## config.mk

```make
export PLATFORM = sky130hd
export DESIGN_NAME = bus_req_seq
export DESIGN_NICKNAME = d
export VERILOG_FILES = /design/src/rtl/bus_req_seq.sv
export SDC_FILE = /design/constraint.sdc
export NUM_CORES = 1
export LEC_CHECK = 0
export BUFFER_PORTS_ARGS = -buffer_cell sky130_fd_sc_hd__buf_2
export CELL_PAD_IN_SITES_DETAIL_PLACEMENT = 0
export CELL_PAD_IN_SITES_GLOBAL_PLACEMENT = 2
export CORE_UTILIZATION = 36
export DETAILED_ROUTE_END_ITERATION = 10
export MAX_ROUTING_LAYER = met4
export PLACE_DENSITY = 0.76
export SYNTH_ARGS = -nofsm -noshare
export SYNTH_HDL_FRONTEND = slang
export SYNTH_SLANG_ARGS = --single-unit
```

## constraint.sdc

```tcl
create_clock -name clk -period 2.1 [get_ports clk]
set_input_delay 0.21 -clock clk [delete_from_list [all_inputs] [get_ports clk]]
set_output_delay 0.21 -clock clk [all_outputs]
set_load 0.02 [all_outputs]
```

## src/rtl/bus_req_seq.sv

```systemverilog
// Request sequencer: buffers core read/write requests and drives the bus ALE -> CMD -> WAIT handshake.
// Define BUS_TIMEOUT_EN to bound WAIT to TIMEOUT stalled cycles, ending with an error response.
module bus_req_seq #(
  parameter int unsigned ADDR_W     = 8,
  parameter int unsigned DATA_W     = 8,
  parameter int unsigned FIFO_DEPTH = 4,
  parameter int unsigned TIMEOUT    = 15
) (
  input  logic                          clk,
  input  logic                          rst,
  input  logic                          req_valid,
  output logic                          req_ready,
  input  logic                          req_write,
  input  logic [ADDR_W-1:0]             req_addr,
  input  logic [DATA_W-1:0]             req_wdata,
  output logic                          rsp_valid,
  input  logic                          rsp_ready,
  output logic [DATA_W-1:0]             rsp_rdata,
  output logic                          rsp_err,
  output logic [$clog2(FIFO_DEPTH):0]   fifo_count,
  input  logic                          bus_ready,
  output logic                          ale_en,
  output logic                          bus_read_en,
  output logic                          bus_write_en,
  output logic [ADDR_W-1:0]             addr_input,
  output logic [DATA_W-1:0]             data_write,
  input  logic [DATA_W-1:0]             data_read
);

  localparam int unsigned PTR_W = $clog2(FIFO_DEPTH);
  localparam int unsigned CNT_W = PTR_W + 1;

  if (FIFO_DEPTH < 2 || (FIFO_DEPTH & (FIFO_DEPTH - 1)) != 0 || TIMEOUT < 1) begin : g_bad_params
    $error("bus_req_seq: FIFO_DEPTH must be a power of 2 >= 2 and TIMEOUT >= 1");
  end

  typedef enum logic [2:0] {
    IDLE = 3'd0,
    ALE  = 3'd1,
    CMD  = 3'd2,
    WAIT = 3'd3,
    RESP = 3'd4
  } state_e;

  typedef struct packed {
    logic              write;
    logic [ADDR_W-1:0] addr;
    logic [DATA_W-1:0] wdata;
  } cmd_t;

  state_e            state_q, state_d;
  cmd_t              fifo_q [FIFO_DEPTH];
  logic [PTR_W-1:0]  wr_ptr_q, wr_ptr_d, rd_ptr_q, rd_ptr_d;
  logic [CNT_W-1:0]  count_q, count_d;
  cmd_t              cur_q, cur_d;
  logic              push, pop;
  logic              ale_q, ale_d, rd_en_q, rd_en_d, wr_en_q, wr_en_d;
  logic [ADDR_W-1:0] addr_q, addr_d;
  logic [DATA_W-1:0] wdat_q, wdat_d, rdata_q, rdata_d;
  logic              rsp_valid_q, rsp_valid_d;

`ifdef BUS_TIMEOUT_EN
  localparam int unsigned TMO_W = $clog2(TIMEOUT + 1);
  logic [TMO_W-1:0]  tmo_q, tmo_d;
  logic              err_q, err_d;
`endif

  // A full FIFO refuses pushes even when a pop happens in the same cycle.
  assign req_ready = (count_q != CNT_W'(FIFO_DEPTH));
  assign push      = req_valid && req_ready;
  assign pop       = (state_q == IDLE) && (count_q != '0) && bus_ready;

  always_comb begin
    state_d  = state_q;
    cur_d    = cur_q;
    addr_d   = addr_q;
    wdat_d   = wdat_q;
    rdata_d  = rdata_q;
    wr_ptr_d = push ? wr_ptr_q + PTR_W'(1) : wr_ptr_q;
    rd_ptr_d = pop  ? rd_ptr_q + PTR_W'(1) : rd_ptr_q;
    count_d  = count_q;
`ifdef BUS_TIMEOUT_EN
    err_d    = err_q;
    tmo_d    = '0;
    if (state_q == WAIT && !bus_ready) tmo_d = tmo_q + TMO_W'(1);
`endif
    if (push && !pop)      count_d = count_q + CNT_W'(1);
    else if (pop && !push) count_d = count_q - CNT_W'(1);

    case (state_q)
      IDLE: begin
        if (pop) begin
          state_d = ALE;
          cur_d   = fifo_q[rd_ptr_q];
        end
      end
      ALE:  state_d = CMD;
      CMD:  state_d = WAIT;
      WAIT: begin
        if (bus_ready) begin
          state_d = RESP;
          rdata_d = cur_q.write ? '0 : data_read;
`ifdef BUS_TIMEOUT_EN
          err_d   = 1'b0;
`endif
        end
`ifdef BUS_TIMEOUT_EN
        else if (tmo_q == TMO_W'(TIMEOUT - 1)) begin
          state_d = RESP;
          rdata_d = '0;
          err_d   = 1'b1;
        end
`endif
      end
      RESP: begin
        if (rsp_ready) state_d = IDLE;
      end
      default: state_d = IDLE;
    endcase

    // Registered outputs take the value belonging to the state being entered.
    ale_d       = (state_d == ALE);
    rd_en_d     = (state_d == ALE || state_d == CMD) && !cur_d.write;
    wr_en_d     = (state_d == ALE || state_d == CMD) &&  cur_d.write;
    rsp_valid_d = (state_d == RESP);
    if (state_d == ALE) begin
      addr_d = cur_d.addr;
      wdat_d = cur_d.wdata;
    end
  end

  always_ff @(posedge clk or negedge rst) begin
    if (!rst) begin
      state_q     <= IDLE;
      wr_ptr_q    <= '0;
      rd_ptr_q    <= '0;
      count_q     <= '0;
      cur_q       <= '0;
      ale_q       <= 1'b0;
      rd_en_q     <= 1'b0;
      wr_en_q     <= 1'b0;
      addr_q      <= '0;
      wdat_q      <= '0;
      rdata_q     <= '0;
      rsp_valid_q <= 1'b0;
`ifdef BUS_TIMEOUT_EN
      tmo_q       <= '0;
      err_q       <= 1'b0;
`endif
    end else begin
      state_q     <= state_d;
      wr_ptr_q    <= wr_ptr_d;
      rd_ptr_q    <= rd_ptr_d;
      count_q     <= count_d;
      cur_q       <= cur_d;
      ale_q       <= ale_d;
      rd_en_q     <= rd_en_d;
      wr_en_q     <= wr_en_d;
      addr_q      <= addr_d;
      wdat_q      <= wdat_d;
      rdata_q     <= rdata_d;
      rsp_valid_q <= rsp_valid_d;
`ifdef BUS_TIMEOUT_EN
      tmo_q       <= tmo_d;
      err_q       <= err_d;
`endif
    end
  end

  // Command storage
  always_ff @(posedge clk or negedge rst) begin
    if (!rst) begin
      for (int i = 0; i < int'(FIFO_DEPTH); i++) fifo_q[i] <= '0;
    end else if (push) begin
      fifo_q[wr_ptr_q] <= '{write: req_write, addr: req_addr, wdata: req_wdata};
    end
  end

  assign ale_en       = ale_q;
  assign bus_read_en  = rd_en_q;
  assign bus_write_en = wr_en_q;
  assign addr_input   = addr_q;
  assign data_write   = wdat_q;
  assign rsp_valid    = rsp_valid_q;
  assign rsp_rdata    = rdata_q;
  assign fifo_count   = count_q;
`ifdef BUS_TIMEOUT_EN
  assign rsp_err      = err_q;
`else
  assign rsp_err      = 1'b0;
`endif

endmodule

```

# After elaboration in Yosys (flattened, before gate mapping)
# Index checks and enable logic that the tools add are counted.
totals:
  reg_bits: 123
  input_bits: 30
classes:
  n_addsub: 4
  bitwise_logic: 2
  order_cmp: 3
  n_eq_ne: 8
  n_reduce_logical: 16
  mux: 15
ops:
  columns: ["cell", "n"]
  rows:
  - ["two-way mux 17 bit", 5]
  - ["bitwise mux 68 bit", 1]
  - ["binary-select mux 17 bit (select 2 bit)", 1]
  - ["demux 17 bit (select 2 bit)", 1]
  - ["two-way mux 3 bit", 5]
  - ["case mux 3 bit (5 select lines)", 1]
  - ["== test 3 x 2 -> 1 bit (second input constant)", 3]
  - ["logical AND 1 bit", 8]
  - ["two-way mux 8 bit", 1]
  - ["== test 3 x 1 -> 1 bit (second input constant)", 2]
  - ["== test 3 bit (second input constant)", 2]
  - [">= comparator 3 bit (second input constant)", 2]
  - ["inverter 2 -> 3 bit", 2]
  - ["adder 2 x 1 -> 2 bit (second input constant)", 2]
  - ["adder 3 x 1 -> 3 bit (second input constant)", 1]
  - ["zero test 1 bit", 3]
  - ["zero test 3 bit", 1]
  - ["< comparator 3 x 1 -> 1 bit (second input constant)", 1]
  - ["inequality test 3 bit (second input constant)", 1]
  - ["nonzero test 3 bit", 1]
  - ["subtractor 3 x 1 -> 3 bit (second input constant)", 1]
  - ["AND reduction 2 bit", 1]
  - ["nonzero test 2 bit", 1]
  - ["logical OR 1 bit", 1]

# Longest topological paths before layout
# Gate-level depths: netlist (run 1).
depth:
  ltp_word: 8
  ltp_mapped: 12
  mapped_depth_nobuf: 9

# Worst setup path before layout (run 1)
# Ideal clock, no wire load.
synth_path:
  path_type: "flip-flop to flip-flop"
  start: "reg count_q[1], in the netlist fifo_count[1]"
  end: "reg count_q[2], in the netlist fifo_count[2]"
  path_slack_ns: -0.353
  path_stages_with_launch: 12
  arrival_time_ns: 2.373
  setup_time_ns: 0.080
  period_less_slack_ns: 2.453
  required_ns: 2.020
  path_cell_list: "dfrtp_1 > or3_1 > buf_6 > and3_4 > buf_6 > inv_1 > ha_1 > inv_1 > fa_1 > xor2_1 > nor2_1 > xor2_1"
synth_via:
  elab_chain_len: 6
synth_rtl:
  columns: ["item", "line", "rtl"]
  rows:
  - ["from (decl)", "54", "logic [CNT_W-1:0] count_q, count_d;"]
  - ["from (signal assigned)", "154", "count_q <= count_d;"]
  - ["parallel branches: the longest is 6 deep, another holds subtractor 3 x 1 -> 3 bit", null, null]
# Several ways; the timed one is not identified. The select of a mux whose other input is x is not followed.
# A chain may end at the register's enable or synchronous reset.

# Worst setup path in the final report (run 1)
# Ends and elaborated chain as after synthesis.

==> summary.txt, run 1 <==
Layout
  – Most common cell after layout, fill and taps aside: dfrtp_1
  – Leading cell types in the layout, fill and taps excluded: dfrtp_1, mux2_2, buf_2
  – # diodes: 0
  – Area Growth Syn to Fin: 17.38%
  – Share of layout cells above drive strength 1: 48.01%
  – Final Core Density: 43.79%
  – Final #Nets: around 430
  – Fillers: 1222

Critical path
  – Worst flop-to-flop path endpoint: fifo_count[2]
  – Kind of critical path: register to register
  – Reg2reg setup slack: 0.05 ns
  – Worst EP required: between 2 and 2.5 ns
  – R2R cell count: 9
  – Reg-to-Reg Start: fifo_count[1]
  – Worst Setup Start Kind: register
  – Max FO, Critical Path: 4
  – CP arrival: approximately 2.3 ns
  – Critical Path Sink Type: register

Power and ir drop
  – Static Leak: 2.486 nW
  – Maximum vdd drop: 0.4777 mV
  – Total power: ~9.2 mW
  – Cell area power density: 1643 nW/um^2

CTS
  – Clock Sinks: ~110
  – Max clock buf depth: 2
  – Skew-Pair Late Insertion Delay: about 0.34 ns
  – Worst-path clk slew: approximately 0.070 ns
  – H-tree Lvls: 3
  – Root Buffer: clkbuf_16
  – CTS buffer count: 9
  – CTS tree: yes

Synth
  – Syn_nets: around 370
  – Biggest area consumer among synthesized cells: dfrtp_1
  – Cells after Synth: 333
  – Mean Syn Cell Area: between 10 and 15 um^2
  – Dominant cells by area after synthesis: dfrtp_1, mux2_2, mux4_2, buf_6, nand4_1
  – Synth top area share: 56.18%
  – Syn Std Cell Area: between 4000 and 5000 um^2
  – Yosys cell types: 33
  – Yosys Warn Count: 0
  – Seq/Total Area, Yosys: 56.18%
  – Synth Register Bits: 107

Floorplanning
  – Die Width: between 100 and 150 um
  – Starting Density: 37.31%
  – # rows: just over 40
  – Core Area: 12770 um^2
  – I/O pins: 63
  – Die area: roughly 14000 um^2
  – Vert. Die Dim: 117.1 um

Route
  – Antenna-violating nets left: 0
  – Routed wire per std cell: roughly 16 um
  – # DRC: 0
  – TritonRoute pass-1 iters: 4
  – Initial DRC count: 160
  – Total routed wirelength: between 9000 and 10000 um
  – Vias: 2775
  – Via-to-Cell Ratio: 4.834

Worst hold path
  – Worst Hold End: state_q[2]
  – Hold crit path type: input port to register
  – Hold path depth: 2
  – Hold Crit Start: rsp_ready

Timing
  – Final hold vios: 0
  – Tmin final: 2.048 ns
  – Slew @ Worst Pin: 0.6236 ns
  – Max-slew headroom at the worst pin: 58.21%
  – Fin worst setup slack: 0.05170 ns
  – RSZ-0062 raised after global routing: yes
  – Fin crit share: a little over nine tenths
  – Finish-stage setup viols: 0
  – Max Clk Rate: 0.4882 GHz
  – Setup TNS Final: 0 ns
  – Clock skew: 0.005341 ns
  – Pins Over Slew Limit: 0

Outcome
  – Outcome: complete, no violations

Placed design
  – Pre-CTS setup slack: 0.001624 ns
  – DPL Wire Length: 6299 um
  – Gpl congestion: 0.7031
  – PortBufs: 61

Global route
  – Total track usage: around 15%
  – First-pass GRT wire length: 15300 um
  – GRT overflow: 0
  – Largest net degree at the start of global routing: 54
  – Vias in the first global route: 2896
  – Initial antenna violation count: 0

Run
  – Max Cap Viol: 0
-- final cells by class --
cell class | count | area (um^2) | share of cell area, %
Clock buffer | 9 | 225.2 | 4.026
Clock inverter | 7 | 100.1 | 1.789
Inverter | 22 | 85.08 | 1.521
Multi-Input combinational cell | 179 | 1838 | 32.86
Sequential cell | 107 | 2680 | 47.91
Tap cell | 172 | 215.2 | 3.847
Timing Repair Buffer | 78 | 450.4 | 8.052
-- worst max-delay path by stage --
stage	start	to	slack, ns	cells after the start
floorplan	fifo_count[0]	fifo_count[2]	-0.22	11
global placement	fifo_count[1]	fifo_count[2]	0.05	9
detailed placement	fifo_count[0]	fifo_count[2]	0.002	9
CTS	fifo_count[1]	fifo_count[2]	0.004	9
global route	fifo_count[1]	fifo_count[2]	-0.09	9
finish	fifo_count[1]	fifo_count[2]	0.05	9
-- report_power, final --
group	switching, mW	internal [mW]
registers	0.558	3.09
clock network	0.771	1.05
logic	1.79	1.93
total	3.11	6.08
-- critical path, cell delays in order, from the launching register on --
cell     delay [ns]
dfrtp_2        0.42
or3_4          0.39
and3_4         0.19
inv_4          0.05
ha_4           0.12
inv_2          0.03
fa_2           0.33
xor2_1         0.15
nor2_1         0.13
xor2_1         0.16
-- per-layer routing --
metal	vias to the layer above	part of all wire, %	routed length [um]	global-route usage [%]
li1	1310	-	-	-
met1	1409	48	4451	20.12
met2	49	48	4428	24.38
met3	7	3.3	302	3.090
met4	0	1.0	95	5.063
met5	-	0	0	-
-- Yosys cell counts --
cell type	instances
a211oi_1	1
a21oi_1	1
a31oi_1	1
a32o_1	1
and3_4	1
buf_1	2
buf_2	6
buf_4	3
buf_6	10
clkbuf_1	4
conb_1	1
dfrtp_1	107
fa_1	1
ha_1	5
inv_1	22
mux2_2	70
mux2_4	1
mux4_2	17
nand2_1	9
nand2b_1	8
nand3_4	4
nand3b_1	1
nand4_1	17
nand4b_1	1
nor2_1	2
nor2b_1	1
o21ai_0	13
o21ai_1	13
o41ai_1	2
or3_1	1
or3b_1	1
xnor2_1	4
xor2_1	2
-- flip-flops by register name, summed over array words and instances (netlist names) --
signal / cells
state_q: 3
cur_q: 1
fifo_q: 68
rsp_rdata: 8
wr_ptr_q: 2
addr_input: 8
fifo_count: 3
rsp_valid: 1
data_write: 8
bus_write_en: 1
ale_en: 1
bus_read_en: 1
rd_ptr_q: 2
-- through the flow --
stage | std cells | hold slack, ns | area (um^2)
after floorplan | 333 | -0.08559 | 4786
after global placement | 555 | 0.1676 | 5239
after detailed placement | 555 | 0.1739 | 5239
after CTS | 572 | 0.03552 | 5579
after global routing | 574 | 0.04082 | 5594
final | 574 | 0.04753 | 5594
-- kinds of logic after synthesis --
group	count (synthesis)	synth area share [%]
simple gates	46	6.643
mux	88	24.89
other cells	1	0.07869
compound gates	32	3.702
buf+inv	47	5.671
fa+ha+maj	6	1.733
xor+xnor	6	1.103
flops	107	56.18
-- what timing repair did --
| action | in CTS | in global routing |
|---|---|---|
| gates resized for setup | 1 | 0 |
| hold buffers | 1 | 0 |
| endpoints found under the setup margin | 1 | 2 |
| pin swaps | 2 | 3 |
| buffers inserted | 0 | 2 |
| hold endpoints to repair | 28 | 0 |
Power figures use the tool's default switching activity.
==> inputs of run 2 (changes only) <==
Settings changed: ABC_AREA set to 1, CORE_UTILIZATION 36 to 31, PLACE_DENSITY 0.76 to 0.75.
==> run 2 against run 1 <==
Power grew 2.3%. Sequential power shrank 3%. Setup slack gained 0.11 ns. Cell count grew 47%. Highest routed layer unchanged. Cell area grew 5.2%. Sequential share of layout area shrank 2.4 points. Synthesized cell count grew 72%. Die area grew 21%. Maximum frequency grew 5.5%. Flip-flop and latch count is the same. Non-clock buffer count is the same.
==> summary.txt, run 2 <==
Timing
  – Setup TNS Final: 0 ns (unchanged)
  – Pins Over Slew Limit: 0 (unchanged)
  – Finish-stage setup viols: 0 (unchanged)
  – Max-slew headroom at the worst pin: 47.13% (was 58.21%)
  – Tmin final: 1.941 ns (was 2.048 ns)
  – Hold slack final: 0.09175 ns (was 0.04753 ns)
  – Clock skew: 0.007831 ns (was 0.005341 ns)
  – RSZ-0062 raised after global routing: no (was yes)
  – Final hold vios: 0 (unchanged)
  – Fin worst setup slack: 0.1594 ns (was 0.05170 ns)
  – Fin crit share: 92.41% (was 97.54%)
  – Slew @ Worst Pin: 0.7911 ns (was 0.6236 ns)
  – Max Clk Rate: 0.5153 GHz (was 0.4882 GHz)

Synth
  – EDFF count, synth: 0 (unchanged)
  – Biggest area consumer among synthesized cells: dfrtp_1 (unchanged)
  – Synth Register Bits: 107 (unchanged)
  – Syn_nets: 608 (was 369)
  – Syn Std Cell Area: 4966 um^2 (was 4766 um^2)
  – Seq/Total Area, Yosys: 53.92% (was 56.18%)
  – Prevailing post-synth register cell: dfrtp_1 (unchanged)
  – Dominant cells by area after synthesis: dfrtp_1, nand2_1, o21ai_0, inv_1, o211ai_1 (was dfrtp_1, mux2_2, mux4_2, buf_6, nand4_1)
  – Synth top area share: 53.92% (was 56.18%)
  – Cells after Synth: 572 (was 333)
  – Commonest cells in the netlist: nand2_1, dfrtp_1, o21ai_0 (was dfrtp_1, mux2_2, inv_1)
  – Yosys Warn Count: 0 (unchanged)
  – Most frequent cell after synthesis: nand2_1 (was dfrtp_1)
  – Yosys cell types: 33 (unchanged)
  – Mean Syn Cell Area: 8.682 um^2 (was 14.31 um^2)
  – Post-synth ARST share: 100.0% (unchanged)

CTS
  – Skew-Pair Late Insertion Delay: 0.36 ns (was 0.34 ns)
  – Worst-path clk slew: 0.07 ns (about the same)
  – CTS buffer count: 9 (unchanged)
  – Max clock buf depth: 2 (unchanged)
  – Clock Sinks: 107 (unchanged)
  – Root Buffer: clkbuf_16 (unchanged)
  – CTS tree: yes (unchanged)
  – H-tree Lvls: 3 (unchanged)

Worst hold path
  – Worst Hold End: rsp_rdata[2] (was state_q[2])
  – Hold Crit Start: data_read[2] (was rsp_ready)
  – Hold path depth: 3 (was 2)
  – Hold crit path type: input port to register (unchanged)

Layout
  – Area Growth Syn to Fin: 18.49% (was 17.38%)
  – Storage element area: 2680 um^2 (unchanged)
  – Final non-filler cell total: 845 (was 574)
  – Share of layout cells above drive strength 1: 19.56% (was 48.01%)
  – Fillers: 1634 (was 1222)
  – Top reg by flops: fifo_q (unchanged)
  – Fin area: 5884 um^2 (was 5594 um^2)
  – Most common cell after layout, fill and taps aside: nand2_1 (was dfrtp_1)
  – # diodes: 0 (unchanged)
  – Multi-input logic area: 1847 um^2 (was 1838 um^2)
  – Final Core Density: 38.14% (was 43.79%)
  – Largest register FFs: 68 (unchanged)
  – Leading cell types in the layout, fill and taps excluded: nand2_1, dfrtp_1, o21ai_0 (was dfrtp_1, mux2_2, buf_2)
  – Final #Nets: 665 (was 433)

Floorplanning
  – Vert. Die Dim: 128.6 um (was 117.1 um)
  – Die Width: 128.6 um (was 117.1 um)
  – Die area: 16530 um^2 (was 13700 um^2)
  – Starting Density: 32.19% (was 37.31%)
  – Core Area: 15430 um^2 (was 12770 um^2)
  – I/O pins: 63 (unchanged)
  – # rows: 45 (was 41)

Critical path
  – Reg-to-Reg Start: fifo_count[0] (was fifo_count[1])
  – Kind of critical path: register to register (unchanged)
  – Worst Setup Start Kind: register (unchanged)
  – Worst EP required: 2.34 ns (was 2.36 ns)
  – Max FO, Critical Path: 18 (was 4)
  – Worst flop-to-flop path endpoint: fifo_count[1] (was fifo_count[2])
  – Max incr delay on CP: 0.44 ns (was 0.42 ns)
  – Crit path top cell by count: inv_1 (was xor2_1)
  – CP Buf/Inv Count: 3 (was 2)
  – Critical-path top delay cell: dfrtp_2 (unchanged)
  – Critical Path Sink Type: register (unchanged)
  – Crit path cell chain: inv_2 -> nand3_4 -> nand2_4 -> inv_1 -> ha_1 -> inv_1 -> fa_1 -> nor2_1 -> a21oi_1 (was or3_4 -> and3_4 -> inv_4 -> ha_4 -> inv_2 -> fa_2 -> xor2_1 -> nor2_1 -> xor2_1)
  – CP arrival: 2.18 ns (was 2.31 ns)
  – CP top delay family: adder cells (was simple AND/OR/NAND/NOR gates)
  – R2R cell count: 9 (unchanged)
  – Reg2reg setup slack: 0.16 ns (was 0.05 ns)

Route
  – Initial DRC count: 229 (was 160)
  – # DRC: 0 (unchanged)
  – TritonRoute pass-1 iters: 4 (unchanged)
  – Vias: 3829 (was 2775)
  – Via-to-Cell Ratio: 4.531 (was 4.834)
  – Routed wire per std cell: 14.11 um (was 16.16 um)
  – Antenna-violating nets left: 0 (unchanged)
  – Total routed wirelength: 11920 um (was 9277 um)

Global route
  – First-pass GRT wire length: 20670 um (was 15300 um)
  – Vias in the first global route: 4108 (was 2896)
  – Initial antenna violation count: 0 (unchanged)
  – GRT overflow: 0 (unchanged)
  – Largest net degree at the start of global routing: 47 (was 54)
  – Total track usage: 16.98% (was 15.48%)

Placed design
  – DPL Wire Length: 8028 um (was 6299 um)
  – DP Area: 5505 um^2 (was 5239 um^2)
  – Gpl congestion: 0.7841 (was 0.7031)
  – Dpl cells: 827 (was 555)
  – Pre-CTS setup slack: 0.1597 ns (was 0.001624 ns)
  – PortBufs: 61 (unchanged)

Power and ir drop
  – Cell area power density: 1597 nW/um^2 (was 1643 nW/um^2)
  – Static Leak: 2.991 nW (was 2.486 nW)
  – Total power: 9.400 mW (was 9.192 mW)
  – Maximum vdd drop: 0.6661 mV (was 0.4777 mV)

Run
  – Max Cap Viol: 0 (unchanged)

Outcome
  – Outcome: complete, no violations (unchanged)
==> run 2: cell types whose count changed in the layout (fill, tap and decap cells not counted), sizes merged, moves of 3 or more <==
cell,change
nand2,+189
mux2,-71
o21ai,+69
inv,+40
a21oi,+17
mux4,-17
nand4,-17
o211ai,+16
nor2,+14
nand3,+10
nand2b,-8
clkinvlp,-3
xnor2,-3
==> run 2: area by class of cell <==
type / count / share of cell area [%]
inverters: 62 / 3.955
clock inverters: 5 / 1.829
repair buffers: 78 / 8.505
multi-input cells: 371 / 31.38
clock buffers: 11 / 4.295
flip-flops and latches: 107 / 45.55
well taps: 211 / 4.486
==> run 2: cells by family after synthesis <==
logic type / count (synthesis) / share of synthesized area (%)
flip-flops: 107 / 53.92
buffers and inverters: 94 / 8.894
other: 1 / 0.07551
AND/OR/NAND/NOR: 232 / 20.13
adder cells (fa/ha/maj): 6 / 1.663
XOR/XNOR: 3 / 0.5292
AO/OA/AOI/OAI: 129 / 14.79
==> run 2: what timing repair did <==
action	in CTS	in global routing
hold buffers	1	0
endpoints found under the setup margin	0	1
endpoints found under the hold margin	20	0
setup buffers	0	1
resized for setup	0	1
==> run 2: worst max path at each step <==
stage             startpoint             to  cells after the start
3_5_place_dp   fifo_count[0]  fifo_count[1]                      9
2_1_floorplan  fifo_count[0]  fifo_count[2]                     12
4_1_cts        fifo_count[0]  fifo_count[1]                      9
5_1_grt        fifo_count[0]  fifo_count[2]                     11
6_report       fifo_count[0]  fifo_count[1]                      9
3_3_place_gp   fifo_count[0]  fifo_count[2]                     11
==> run 2: tightest hold or removal path, stage by stage <==
cell and delay [ns]:
buf_2 0.07, nand3_1 0.06, o21ai_0 0.06
==> run 2: metal layers <==
layer / up-vias / share of wire, % / track usage [%]
met1: 1838 / 45 / 20.01
li1: 1927 / - / -
met5: - / 0 / -
met2: 50 / 50 / 28.33
met4: 0 / 1.5 / 5.467
met3: 14 / 3.6 / 4.283
==> run 2: power by group <==
part	switching (mW)	internal (mW)
Clock	0.785	1.24
Combinational	2.48	1.36
Sequential	0.512	3.02
